File: src/rtl/reg_watch_monitor.sv
// Run monitor: snoops regfile writes and committed PC, ends a run on watch match, halt PC or cycle budget.
// Latency: one cycle from sampled hit/halt/budget inputs to registered done/pass/halted/timed_out.
// Backpressure: none; pure observer, every input is sampled on every clock.
module reg_watch_monitor #(
    parameter int XLEN   = 32,
    parameter int NUM_CH = 4,
    parameter int CYC_W  = 16
) (
    input  logic                   clk,
    input  logic                   rst,
    input  logic                   start,
    input  logic                   cfg_mode_all,
    input  logic [NUM_CH-1:0]      cfg_ch_en,
    input  logic [5*NUM_CH-1:0]    cfg_ch_addr,
    input  logic [XLEN*NUM_CH-1:0] cfg_ch_value,
    input  logic                   cfg_halt_en,
    input  logic [XLEN-1:0]        cfg_halt_pc,
    input  logic [CYC_W-1:0]       cfg_timeout,
    input  logic                   rf_we,
    input  logic [4:0]             rf_waddr,
    input  logic [XLEN-1:0]        rf_wdata,
    input  logic                   pc_valid,
    input  logic [XLEN-1:0]        pc,
    output logic                   busy,
    output logic                   done,
    output logic                   pass,
    output logic                   halted,
    output logic                   timed_out,
    output logic [NUM_CH-1:0]      match_mask,
    output logic [CYC_W-1:0]       cycle_count,
    output logic [XLEN-1:0]        final_pc
);

    typedef enum logic [1:0] {IDLE, RUN, DONE} state_t;

    state_t                  state;
    logic                    mode_all_q;
    logic [NUM_CH-1:0]       en_q;
    logic [5*NUM_CH-1:0]     addr_q;
    logic [XLEN*NUM_CH-1:0]  value_q;
    logic                    halt_en_q;
    logic [XLEN-1:0]         halt_pc_q;
    logic [CYC_W-1:0]        timeout_q;

    logic [NUM_CH-1:0]       hits;
    logic [NUM_CH-1:0]       seen;
    logic                    match_hit;
    logic                    halt_hit;
    logic                    timeout_hit;
    logic [CYC_W-1:0]        cnt_next;

    // A write to x0 can never be a meaningful result, so addr 0 channels stay silent.
    always_comb begin
        hits = '0;
        for (int i = 0; i < NUM_CH; i++) begin
            hits[i] = (state == RUN) && en_q[i] && rf_we
                      && (rf_waddr == addr_q[5*i +: 5]) && (rf_waddr != 5'd0)
                      && (rf_wdata == value_q[XLEN*i +: XLEN]);
        end
    end

    assign seen        = match_mask | hits;
    assign match_hit   = mode_all_q ? ((en_q != '0) && ((seen & en_q) == en_q))
                                    : ((seen & en_q) != '0);
    assign halt_hit    = halt_en_q && pc_valid && (pc == halt_pc_q);
    assign timeout_hit = (timeout_q != '0) && ((cycle_count + CYC_W'(1)) == timeout_q);
    assign cnt_next    = (cycle_count == '1) ? cycle_count : cycle_count + CYC_W'(1);

    assign busy = (state == RUN);
    assign done = (state == DONE);

    always_ff @(posedge clk or negedge rst) begin
        if (!rst) begin
            state       <= IDLE;
            mode_all_q  <= 1'b0;
            en_q        <= '0;
            addr_q      <= '0;
            value_q     <= '0;
            halt_en_q   <= 1'b0;
            halt_pc_q   <= '0;
            timeout_q   <= '0;
            pass        <= 1'b0;
            halted      <= 1'b0;
            timed_out   <= 1'b0;
            match_mask  <= '0;
            cycle_count <= '0;
            final_pc    <= '0;
        end else if (start) begin
            state       <= RUN;
            mode_all_q  <= cfg_mode_all;
            en_q        <= cfg_ch_en;
            addr_q      <= cfg_ch_addr;
            value_q     <= cfg_ch_value;
            halt_en_q   <= cfg_halt_en;
            halt_pc_q   <= cfg_halt_pc;
            timeout_q   <= cfg_timeout;
            pass        <= 1'b0;
            halted      <= 1'b0;
            timed_out   <= 1'b0;
            match_mask  <= '0;
            cycle_count <= '0;
        end else if (state == RUN) begin
            match_mask  <= seen;
            cycle_count <= cnt_next;
            if (pc_valid) begin
                final_pc <= pc;
            end
            // Exactly one cause is reported; a watch match outranks halt, halt outranks budget.
            if (match_hit) begin
                pass  <= 1'b1;
                state <= DONE;
            end else if (halt_hit) begin
                halted <= 1'b1;
                state  <= DONE;
            end else if (timeout_hit) begin
                timed_out <= 1'b1;
                state     <= DONE;
            end
        end
    end

endmodule

File: config.mk
export PLATFORM = sky130hd
export DESIGN_NAME = reg_watch_monitor
export DESIGN_NICKNAME = d
export VERILOG_FILES = /design/src/rtl/reg_watch_monitor.sv
export SDC_FILE = /design/constraint.sdc
export NUM_CORES = 1
export LEC_CHECK = 0
export BUFFER_PORTS_ARGS = -buffer_cell sky130_fd_sc_hd__buf_2
export CAP_MARGIN = 20
export CELL_PAD_IN_SITES_DETAIL_PLACEMENT = 0
export CELL_PAD_IN_SITES_GLOBAL_PLACEMENT = 1
export CORE_UTILIZATION = 43
export CTS_BUF_LIST = sky130_fd_sc_hd__clkbuf_2
export DETAILED_ROUTE_END_ITERATION = 10
export GPL_TIMING_DRIVEN = 0
export PLACE_DENSITY = 0.88
export SYNTH_ARGS = -nofsm -noshare
export SYNTH_HDL_FRONTEND = slang
export SYNTH_SLANG_ARGS = --single-unit
export TNS_END_PERCENT = 1
File: constraint.sdc
create_clock -name clk -period 3.1 [get_ports clk]
set_clock_uncertainty 0.05 [all_clocks]
set_input_delay 0.155 -clock clk [delete_from_list [all_inputs] [get_ports clk]]
set_output_delay 0.155 -clock clk [all_outputs]
set_load 0.02 [all_outputs]
==> summary.md, run 1 <==
| Metric | Value |
|---|---|
| Routability cong. | 0.8787 |
| FP Rows | a little over 60 |
| Post-DP Area | about 15000 um2 |
| Syn nets | roughly 1300 |
| Register area share after synthesis | between 50% and 60% |
| Tool Error | [ERROR RSZ-0060] Max buffer count reached. |
| Adder-cell share of the synthesized area | less than 1% |
| Post-cts resize count | 0 |
| Post-synth EDFFs | 0 |
| Run status | stopped before the end |
| Predominant post-synthesis flop cell | dfrtp_1 |
| Synth Instances | 1004 |
| Clock H-tree levels | 3 |
| XOR/XNOR Fraction of Synth Area | around 15% |
| CTS sink count | 259 |
| Synthesis Warnings | 0 |
| Hold-fix buffer count after cts | 363 |
| Leading area contributor after synthesis | dfrtp_1 |
| Yosys cell types | 59 |
| Yosys top cell area share | 51.39% |
| Clock buffer count from CTS | between 70 and 80 |
| Die extent in y | approximately 170 um |
| Die width | 173.3 um |
| Mux share of post-synthesis cell area | roughly a fifth |
| # Post-CTS Setup Buffers | 0 |
| Detail Placement HPWL | between 20000 and 30000 um |
| Simple-Gate Fraction of Synth Area | 7.183% |
| Clk buf depth | 3 |
| Synth Area in Compound Gates | 3.234% |
| Async S/R FF share, synth | 100.0% |
| Average cell area after synthesis | roughly 13 um2 |
| Synth top area cells | dfrtp_1, mux2_2, xnor2_1 |
| #FFs+latches synth | 259 |
| # IOs | 333 |
| Effective utilization at floorplan | between 40 and 50% |
| Largest family of logic cells by synthesized area | multiplexers |
| Stopped at | clock tree synthesis (4_1_cts) |
| CTS root buf | clkbuf_2 |
| Post-synthesis cell area | between 10000 and 15000 um2 |
| Number of buffers inserted by port buffering | 294 |
-- cell families after synthesis --
| group | Yosys count |
|---|---|
| xor gates and xnor gates | 212 |
| muxes | 231 |
| and+or+nand+nor | 165 |
| AOI/OAI and AO/OA | 48 |
| buffers and inverters | 88 |
| adders and majority gates | 1 |
| DFF | 259 |
-- cell usage after synthesis, types with 2 or more instances --
cell,n
a21oi_1,6
a311oi_1,5
a31oi_1,2
a32o_1,2
and2_1,3
and3_1,6
buf_1,6
buf_2,3
clkbuf_1,64
dfrtp_1,259
inv_1,12
mux2_2,230
nand2_1,26
nand3_1,14
nand4_1,43
nor2_1,27
nor3_1,9
nor4_1,24
o21ai_0,10
o31ai_1,3
or4_1,2
xnor2_1,160
xor2_1,52
-- stage by stage --
stage	hold slack, ps	setup WS, ps	std cells
after detailed placement	-15.39	104.0	1684
after global placement	320.3	-3027	1682
after floorplan	-190.6	583.7	1004
==> run 2: changes to the inputs <==
CELL_PAD_IN_SITES_DETAIL_PLACEMENT = default   (was 0)
CELL_PAD_IN_SITES_GLOBAL_PLACEMENT = default   (was 1)
CORE_UTILIZATION = 30   (was 43)
CTS_BUF_LIST = default   (was sky130_fd_sc_hd__clkbuf_2)
PLACE_DENSITY = default   (was 0.88)
PLACE_DENSITY_LB_ADDON = 0.15   (was default)
==> run 2 against run 1 <==
Compared with the run above:
- the flow now finishes, with violations (DRC)
- synthesized area is the same
- synthesized cell count did not move
==> summary.md, run 2 <==
| Metric | Value |
|---|---|
| CTS sink count | 259 (unchanged) |
| Crit path DAT | around 3300 ps |
| Peak supply drop | 0.3563 mV |
| Fmax | about 350 MHz |
| Via/cell ratio | between 4 and 5 |
| # IOs | 333 (unchanged) |
| Buffers plus inverters on the worst setup path | 2 |
| Average cell area after synthesis | 12.56 um2 (unchanged) |
| CTS root buf | clkbuf_16 |
| Slew @ Worst Pin | 996.2 ps |
| WL/cell | around 21 um |
| Total power | between 9 and 10 mW |
| Crit-path slowest cell | nor3_2 |
| Leading area contributor after synthesis | dfrtp_1 |
| Pre-antenna DRT Iters | 8 |
| Critical path destination | timed_out$_DFFE_PN0P_ |
| Yosys cell types | 59 (unchanged) |
| Critical path's most frequent cell | inv_1 |
| FP Rows | 74 (+19%) |
| Tmin final | around 2900 ps |
| Fin cells | 2131 |
| Number of buffers inserted by port buffering | 294 (unchanged) |
| Fill cells | between 3000 and 4000 |
| CTS tree | done |
| Area grow syn2layout | 44.99% |
| Clk buf depth | 3 (unchanged) |
| Crit-path max FO | 6 |
| Yosys top cell area share | 51.39% (unchanged) |
| Register bank with the most flops | value_q |
| Register area share after synthesis | 51.39% (unchanged) |
| Run status | finished with violations |
| Worst-path clk slew | around 50 ps |
| Met1 WL | 20150 um |
| Final Hold Fails | 0 |
| Max-cap violation count | 0 |
| Async S/R FF share, synth | 100.0% (unchanged) |
| Max_slew headroom | between 30 and 40% |
| Detail Placement HPWL | 33170 um (+16%) |
| Final setup margin | about 220 ps |
| Post-route ant nets | 0 |
| Cell breakdown of the critical path | inv_1 > nand2_1 > inv_1 > o211ai_2 > nor3_2 > a31oi_1 > o41ai_2 > o31ai_4 > a32o_1 |
| Leading registers by flop count | value_q: 128 flops, final_pc: 32 flops, halt_pc_q: 32 flops |
| #FFs+latches synth | 259 (unchanged) |
| Antenna violations before repair | 4 |
| First-pass GRT wire length | approximately 66000 um |
| Die width | 207.0 um (+19%) |
| Top layer in use | met4 |
| Top-count cell post-synth | dfrtp_1 |
| Synth top cells by count | dfrtp_1, mux2_2, xnor2_1, clkbuf_1, xor2_1 |
| RSZ-0062 raised after global routing | false |
| Post-synthesis cell area | 12610 um2 (unchanged) |
| Pre-CTS setup slack | -81.94 ps (-185.9 ps) |
| Die extent in y | 207.0 um (+19%) |
| Gr usage total | between 20% and 30% |
| Synth Instances | 1004 (unchanged) |
| Routed vias | 9900 |
| Worst Reg-to-Reg Cells | 9 |
| Synth top area cells | dfrtp_1, mux2_2, xnor2_1 |
| Drt total wl | 44550 um |
| Tcrit/Tclk final | 92.98% |
| Worst hold margin | 69.13 ps |
| Reg2reg setup slack | around 220 ps |
| RR Endpoint | timed_out$_DFFE_PN0P_ |
| R2r startpoint | state[1]$_DFFE_PN0P_ |
| DR WL met2 | 21630 um |
| Most common cell after layout, fill and taps aside | buf_2 |
| Layout cell share with drive strength beyond 1 | between 30% and 40% |
| Cell family with most CP delay | compound AO/OA/AOI/OAI gates |
| P per Cell Area | approximately 540 nW/um2 |
| Synthesis Warnings | 0 (unchanged) |
| Final routed DRC violation total | 24 |
| Most frequent cells in the layout | buf_2, dfrtp_1, dlygate4sd3_1 |
| GRT Residual Overflow | 0 |
| Drt initial violations | about 460 |
| Clock H-tree levels | 2 (-1) |
| Critical path launch point | state[1]$_DFFE_PN0P_ |
| Slew Limit Fails | 0 |
| Nets | ~1800 |
| Failing checks | DRC |
| Effective utilization at floorplan | 30.68% (-13 points) |
| Crit path depth | 9 |
| Met3 wire len | approximately 1800 um |
| Worst path required time | 3480 ps |
| Number of global-route vias before repair | about 10000 |
| Placed cell count | 1832 (+8.8%) |
| Largest register FFs | around 130 |
| DIE AREA | between 40000 and 50000 um2 |
| Crit Path Class | register to register |
| Setup TNS | 0 ps |
| Setup Viol. Count Final | 0 |
| Predominant post-synthesis flop cell | dfrtp_1 |
| Startpoint Class | register |
| Leak | 7.730 nW |
| Clk Latency, worst-skew pair | roughly 550 ps |
| Routability cong. | 0.8387 (-4.6%) |
| Worst hold path class | input pin to register |
| Syn nets | 1281 (unchanged) |
| Clock buffer count from CTS | 34 (-53%) |
| CP Capture Type | register |
| Largest stage delay, worst path | 490 ps |
| Largest net degree at the start of global routing | 97 |
| Post-synth EDFFs | 0 (unchanged) |
| # Post-CTS Setup Buffers | 0 (unchanged) |
| Core Region | 41110 um2 |
run 2: cells by family after synthesis:
logic type	Yosys count	share of synthesized area (%)
flops	259	51.39
fa+ha+maj	1	0.09920
mux	231	20.62
buf+inv	88	2.748
simple gates	165	7.183
compound gates	48	3.235
xor+xnor	212	14.72
run 2: worst register-to-register path: stages, from the launching register on:
cell,delay [ps]
dfrtp_1,390
inv_1,110
nand2_1,170
inv_1,250
o211ai_2,300
nor3_2,500
a31oi_1,190
o41ai_2,370
o31ai_4,190
a32o_1,250
run 2: worst min-delay path by stage:
| stage | depth (start not counted) | endpoint | startpoint | slack (ps) |
|---|---|---|---|---|
| global placement | 3 | en_q[1]$_DFFE_PN0P_ | cfg_ch_en[1] | 320 |
| CTS | 4 | pass$_DFFE_PN0P_ | start | 40 |
| floorplan | 0 | addr_q[0]$_DFFE_PN0P_ | rst | -190 |
| finish | 4 | pass$_DFFE_PN0P_ | start | 70 |
| global route | 4 | pass$_DFFE_PN0P_ | start | 120 |
| detailed placement | 1 | addr_q[10]$_DFFE_PN0P_ | rst | 160 |
run 2: per-stage QoR:
stage	area [um2]	utilization, %
after floorplan	12610	-
after global placement	14750	35.87
after detailed placement	14810	36.03
after CTS	18250	44.40
after global routing	18280	44.47
final	18290	44.48
run 2: layout make-up:
cell class / count / area (um2) / area share [%]
Clock buffer: 51 / 974.7 / 5.331
Timing Repair Buffer: 531 / 3889 / 21.27
Multi-Input combinational cell: 657 / 5804 / 31.74
Antenna cell: 4 / 10.01 / 0.05474
Sequential cell: 259 / 6481 / 35.45
Buffer: 76 / 301.5 / 1.649
Tap cell: 532 / 665.6 / 3.640
Inverter: 12 / 45.04 / 0.2463
Clock inverter: 9 / 113.9 / 0.6227
run 2: where the power goes:
part	total [mW]	internal (mW)	switching [mW]	leakage [nW]
logic	2.00	1.03	0.967	4.11
registers	4.06	3.78	0.276	3.08
clock network	3.91	2.35	1.56	0.535
total	9.97	7.16	2.81	7.73
run 2: what timing repair did:
action / CTS / global route
endpoints found under the setup margin: 0 / 5
gates resized for setup: 0 / 4
hold endpoints to repair: 319 / 0
hold buffers: 235 / 0
run 2: per-layer routing:
metal  GRT usage (%)  vias to the layer above
met5               0                        -
met4           6.588                        0
met3           3.062                       53
met2           34.91                      232
met1           27.91                     4969
li1                -                     4646
(Power assumes the default switching activity.)
==> run 3: changes to the inputs <==
BUFFER_PORTS_ARGS = -buffer_cell sky130_fd_sc_hd__buf_4   (was -buffer_cell sky130_fd_sc_hd__buf_2)
PLACE_DENSITY_LB_ADDON = default   (was 0.15)
==> run 3 against run 2 <==
Compared with the run above:
- the run still ends with DRC left
- combinational power rose by 9%
- sequential share of layout area down 1.3 points
- largest power group unchanged
- die area is the same
- critical path depth stayed put
- via count grew 1.7%
- critical endpoint unchanged
- global-route usage down 0.24 points
- critical path type unchanged
- final area up 3.7%
==> summary.md, run 3 (same netlist as run 2, synthesis figures left out) <==
| Metric | Value |
|---|---|
| RSZ-0062 raised after global routing | false |
| Leading registers by flop count | value_q: 128 flops, final_pc: 32 flops, halt_pc_q: 32 flops |
| Most frequent cells in the layout | buf_4, dfrtp_1, dlygate4sd3_1 |
| Die extent in y | 207.0 um (unchanged) |
| Drt initial violations | 454 (-0.22%) |
| Buffers plus inverters on the worst setup path | 2 (unchanged) |
| Total power | 9.951 mW (-0.14%) |
| Pre-antenna DRT Iters | 8 (unchanged) |
| P per Cell Area | 524.8 nW/um2 (-3.7%) |
| Crit Path Class | register to register |
| Detail Placement HPWL | 32730 um (-1.3%) |
| Slew Limit Fails | 0 (unchanged) |
| Fill cells | 3791 (-3.1%) |
| CP Capture Type | register |
| Tcrit/Tclk final | 94.27% (+1.3 points) |
| Clock buffer count from CTS | 31 (-8.8%) |
| Cell breakdown of the critical path | inv_1 > nand2_1 > inv_1 > o211ai_2 > nor3_2 > a311oi_1 > o41ai_2 > o31ai_4 > a32o_1 |
| Effective utilization at floorplan | 30.68% (unchanged) |
| Largest register FFs | 128 (unchanged) |
| Largest net degree at the start of global routing | 100 (+3.1%) |
| Core Region | 41110 um2 (unchanged) |
| Most common cell after layout, fill and taps aside | buf_4 |
| DIE AREA | 42860 um2 (unchanged) |
| Routability cong. | 0.8793 (+4.8%) |
| Largest stage delay, worst path | 500 ps (about the same) |
| Number of global-route vias before repair | 10910 (+4.5%) |
| FP Rows | 74 (unchanged) |
| Worst path required time | 3510 ps (+30 ps) |
| Final routed DRC violation total | 8 (-67%) |
| Tmin final | 2922 ps (+39.97 ps) |
| CTS root buf | clkbuf_16 |
| Max_slew headroom | 41.36% (+7.8 points) |
| Pre-CTS setup slack | -160.2 ps (-78.25 ps) |
| Worst-path clk slew | 60 ps (about the same) |
| Setup Viol. Count Final | 0 (unchanged) |
| Final Hold Fails | 0 (unchanged) |
| WL/cell | 20.94 um (+0.16%) |
| Leak | 7.954 nW (+2.9%) |
| Gr usage total | 20.68% (-0.24 points) |
| Crit-path max FO | 6 (unchanged) |
| Routed vias | 10070 (+1.7%) |
| Clock H-tree levels | 1 (-1) |
| Area grow syn2layout | 50.36% |
| Crit path DAT | 3330 ps (+70 ps) |
| Critical path's most frequent cell | inv_1 |
| Startpoint Class | register |
| Cell family with most CP delay | compound AO/OA/AOI/OAI gates |
| Clk Latency, worst-skew pair | 580 ps (+30 ps) |
| Failing checks | DRC |
| Worst hold margin | 84.59 ps (+15.45 ps) |
| Via/cell ratio | 4.737 (+2.0%) |
| Final setup margin | 177.6 ps (-39.97 ps) |
| Die width | 207.0 um (unchanged) |
| Layout cell share with drive strength beyond 1 | 37.71% (+0.22 points) |
| Setup TNS | 0 ps (unchanged) |
| Run status | finished with violations |
| Fmax | 342.2 MHz (-1.4%) |
| CTS sink count | 259 (unchanged) |
| Worst hold path class | input pin to asynchronous set/reset pin |
| Critical path launch point | state[1]$_DFFE_PN0P_ |
| Crit-path slowest cell | o41ai_2 |
| GRT Residual Overflow | 0 (unchanged) |
| First-pass GRT wire length | 67160 um (+1.3%) |
| Drt total wl | 44510 um (about the same) |
| Max-cap violation count | 0 (unchanged) |
| Nets | 1845 (-0.16%) |
| R2r startpoint | state[1]$_DFFE_PN0P_ |
| Antenna violations before repair | 3 (-1) |
| Peak supply drop | 0.4437 mV (+25%) |
| CTS tree | done |
| Clk buf depth | 3 (unchanged) |
| Register bank with the most flops | value_q |
| Number of buffers inserted by port buffering | 294 (unchanged) |
| Slew @ Worst Pin | 879.6 ps (-116.6 ps) |
| Post-route ant nets | 0 (unchanged) |
| # IOs | 333 (unchanged) |
## run 3: cell count changes in the layout (fill, tap and decap cells not counted), moves of 2 or more
cell and delta:
clkbuf_1 -6, buf_2 -293, clkinv_2 +3, clkbuf_8 +2, buf_4 +293, clkbuf_16 -3
## run 3: what timing repair did
item                                    4_1_cts  5_1_grt
setup buffers                                 0        0
hold buffers                                235        0
cloned                                        0        0
endpoints found under the hold margin       312        0
endpoints found under the setup margin        5        5
resized for setup                             1        4
## run 3: final timing paths
| kind | slack (ps) | to | cells past startpoint |
|---|---|---|---|
| worst max-delay path | 180 | timed_out$_DFFE_PN0P_ | 9 |
| worst min-delay path | 80 | value_q[101]$_DFFE_PN0P_ | 2 |
| worst max register to register | 180 | timed_out$_DFFE_PN0P_ | 9 |
| worst min register to register | 440 | halted$_DFFE_PN0P_ | 1 |
| max in group asynchronous | 1540 | cycle_count[7]$_DFFE_PN0P_ | 4 |
| min in group clk | 90 | pass$_DFFE_PN0P_ | 4 |
## run 3: layout make-up
class	count	area (um2)	area share, %
Sequential cell	259	6481	34.18
Timing Repair Buffer	531	4622	24.37
Clock buffer	44	904.6	4.771
Tap cell	532	665.6	3.510
Antenna cell	3	7.507	0.03959
Buffer	76	301.5	1.590
Inverter	12	45.04	0.2375
Clock inverter	12	121.4	0.6401
Multi-Input combinational cell	657	5813	30.66
## run 3: metrics by stage
| step | instance area (um2) | util (%) | instances |
|---|---|---|---|
| after global routing | 18960 | 46.13 | 2126 |
| after floorplan | 12610 | - | 1004 |
| after detailed placement | 15550 | 37.82 | 1832 |
| final | 18960 | 46.13 | 2126 |
| after global placement | 15480 | 37.66 | 1830 |
| after CTS | 18930 | 46.05 | 2123 |
## run 3: per-layer routing
metal	vias to the layer above	GRT usage (%)	routed length [um]
met3	90	2.668	1806
met5	-	0	0
met4	0	6.562	1415
li1	4657	-	-
met2	279	35.81	22060
met1	5045	26.73	19230
## run 3: worst reg2reg max path, stage by stage (launching register included)
cell      delay, ps
dfrtp_1         390
inv_1           110
nand2_1         160
inv_1           230
o211ai_2        310
nor3_2          430
a311oi_1        170
o41ai_2         500
o31ai_4         190
a32o_1          260
## run 3: report_power, final
| group | internal [mW] | total, mW | switching (mW) |
|---|---|---|---|
| Combinational | 1.19 | 2.17 | 0.982 |
| Clock | 2.18 | 3.70 | 1.52 |
| Sequential | 3.78 | 4.08 | 0.298 |
==> run 4: changes to the inputs <==
REMOVE_ABC_BUFFERS = 1   (was default)
==> run 4 against run 3 <==
Compared with the run above:
- the flow still finishes with violations (DRC)
- wire length shrank 11%
- maximum frequency shrank 2.2%
- largest power group unchanged
- non-clock buffer count shrank 35
- global-route usage shrank 2.1 points
- critical path type unchanged
- die area is the same
- first-iteration DRC count grew 7.9%
- final area grew 0.81%
- power grew 2.8%
- sequential share of layout area shrank 0.27 points
==> summary.md, run 4 (same netlist as run 2, synthesis figures left out) <==
| Metric | Value |
|---|---|
| Run status | finished with violations |
| Failing checks | DRC |
| RSZ-0062 raised after global routing | false |
| Slew @ Worst Pin | 837.4 ps (-42.26 ps) |
| WL/cell | 18.86 um (-9.9%) |
| Cell breakdown of the critical path | xnor2_1 > nand4_1 > nor4_1 > a311oi_1 > o41ai_2 > o31ai_4 > a311oi_2 |
| Final core occ | 46.50% (+0.37 points) |
| Tcrit/Tclk final | 96.41% (+2.1 points) |
| Worst-path clk slew | 60 ps (about the same) |
| Number of buffers inserted by port buffering | 332 (+13%) |
| Layout cell share with drive strength beyond 1 | 40.61% (+2.9 points) |
| Antenna violations before repair | 5 (+2) |
| Register bank with the most flops | value_q |
| Max-cap violation count | 0 (unchanged) |
| Nets | 1814 (-1.7%) |
| Detail Placement HPWL | 27830 um (-15%) |
| Crit path DAT | 3370 ps (+40 ps) |
| Largest net degree at the start of global routing | 95 (-5.0%) |
| Crit-path slowest cell | nor4_1 |
| Post-DP Area | 15600 um2 (+0.35%) |
| Fin area | 19110 um2 (+0.81%) |
| Leak | 8.094 nW (+1.8%) |
| Clock H-tree levels | 2 (+1) |
| # IOs | 333 (unchanged) |
| CTS sink count | 259 (unchanged) |
| Post-route ant nets | 0 (unchanged) |
| Leading registers by flop count | value_q: 128 flops, final_pc: 32 flops, halt_pc_q: 32 flops |
| Die width | 207.0 um (unchanged) |
| Via/cell ratio | 4.611 (-2.7%) |
| Number of global-route vias before repair | 10700 (-1.9%) |
| Setup Viol. Count Final | 0 (unchanged) |
| Largest register FFs | 128 (unchanged) |
| Fill cells | 3708 (-2.2%) |
| Startpoint Class | register |
| Worst hold path class | input pin to register |
| Crit Path Class | register to register |
| CP Capture Type | register |
| Clk Latency, worst-skew pair | 530 ps (-50 ps) |
| Area grow syn2layout | 51.57% |
| Slew Limit Fails | 0 (unchanged) |
| Worst path required time | 3480 ps (-30 ps) |
| Routability cong. | 0.7732 (-12%) |
| Most frequent cells in the layout | buf_4, dfrtp_1, dlygate4sd3_1 |
| FP Rows | 74 (unchanged) |
| Tmin final | 2989 ps (+66.15 ps) |
| Peak supply drop | 0.4177 mV (-5.9%) |
| Core Region | 41110 um2 (unchanged) |
| Fmax | 334.6 MHz (-2.2%) |
| Worst hold margin | 98.33 ps (+13.74 ps) |
| Clock buffer count from CTS | 35 (+13%) |
| DIE AREA | 42860 um2 (unchanged) |
| Largest stage delay, worst path | 810 ps (+310 ps) |
| Routed vias | 9674 (-3.9%) |
| Die extent in y | 207.0 um (unchanged) |
| Placed cell count | 1797 (-1.9%) |
| Clk buf depth | 3 (unchanged) |
| CTS root buf | clkbuf_16 |
| P per Cell Area | 535.3 nW/um2 (+2.0%) |
| Most common cell after layout, fill and taps aside | buf_4 |
| First-pass GRT wire length | 61710 um (-8.1%) |
| Effective utilization at floorplan | 30.68% (unchanged) |
| CTS tree | done |
| Fin cells | 2098 (-1.3%) |
| Final Hold Fails | 0 (unchanged) |
| Gr usage total | 18.62% (-2.1 points) |
| Crit-path max FO | 5 (-1) |
| Drt total wl | 39570 um (-11%) |
| GRT Residual Overflow | 0 (unchanged) |
| Max_slew headroom | 43.66% (+2.3 points) |
| Final routed DRC violation total | 20 (+12) |
| Drt initial violations | 490 (+7.9%) |
| Pre-antenna DRT Iters | 11 (+3) |
run 4: cell types whose count changed in the layout (fill, tap and decap cells not counted), sizes merged:
cell / previous run / this run
buf: 307 / 337
diode: 3 / 5
clkinv: 8 / 6
clkbuf: 109 / 51
run 4: what timing repair did:
item | CTS | global route
setup buffers | 0 | 0
gates resized for setup | 0 | 0
setup endpoints to repair | 0 | 0
hold endpoints to repair | 313 | 0
hold buffers | 235 | 0
run 4: worst paths after layout:
kind	start	endpoint	slack [ps]	cells past startpoint
worst max-delay path	addr_q[8]$_DFFE_PN0P_	state[1]$_DFFE_PN0P_	110	7
max in group asynchronous	rst	timeout_q[5]$_DFFE_PN0P_	1520	4
worst max register to register	addr_q[8]$_DFFE_PN0P_	state[1]$_DFFE_PN0P_	110	7
worst min-delay path	rf_wdata[24]	match_mask[3]$_DFFE_PN0P_	100	6
min in group asynchronous	rst	value_q[12]$_DFFE_PN0P_	140	2
worst min register to register	pass$_DFFE_PN0P_	pass$_DFFE_PN0P_	440	2
run 4: where the power goes:
part	switching, mW	internal, mW
combinational	0.929	1.21
sequential	0.288	3.78
clock	1.55	2.47
total	2.77	7.46
run 4: critical path: cells and delay by family, from the launching register on:
| family | cells | cell delay (ps) |
|---|---|---|
| xor gates and xnor gates | 1 | 160 |
| AOI/OAI and AO/OA | 4 | 1170 |
| DFF | 1 | 390 |
| and+or+nand+nor | 2 | 1120 |
run 4: final cells by class:
| cell class | instances | area, um2 | area share, % |
|---|---|---|---|
| inverter | 12 | 45.04 | 0.2356 |
| clock buffer | 51 | 1027 | 5.374 |
| multi-input combinational | 657 | 5784 | 30.26 |
| clock inverter | 10 | 121.4 | 0.6349 |
| timing repair buffer | 572 | 4977 | 26.04 |
| sequential | 259 | 6481 | 33.91 |
| tap | 532 | 665.6 | 3.482 |
| antenna | 5 | 12.51 | 0.06546 |
run 4: layer usage:
| layer | global-route usage (%) | vias up | part of all wire (%) |
|---|---|---|---|
| li1 | - | 4576 | - |
| met1 | 23.38 | 4750 | 43 |
| met2 | 31.20 | 258 | 49 |
| met3 | 3.548 | 88 | 4.6 |
| met4 | 8.106 | 2 | 3.2 |
| met5 | 0 | - | 0.043 |
run 4: per-stage QoR:
| stage | setup TNS [ps] | setup slack, ps | total power [mW] |
|---|---|---|---|
| floorplan | 0 | 583.2 | 5.056 |
| global placement | -184300 | -1456 | 5.964 |
| detailed placement | 0 | 190.1 | 6.010 |
| CTS | 0 | 159.9 | 10.39 |
| global route | 0 | 0.9821 | 10.72 |
| finish | 0 | 111.4 | 10.23 |
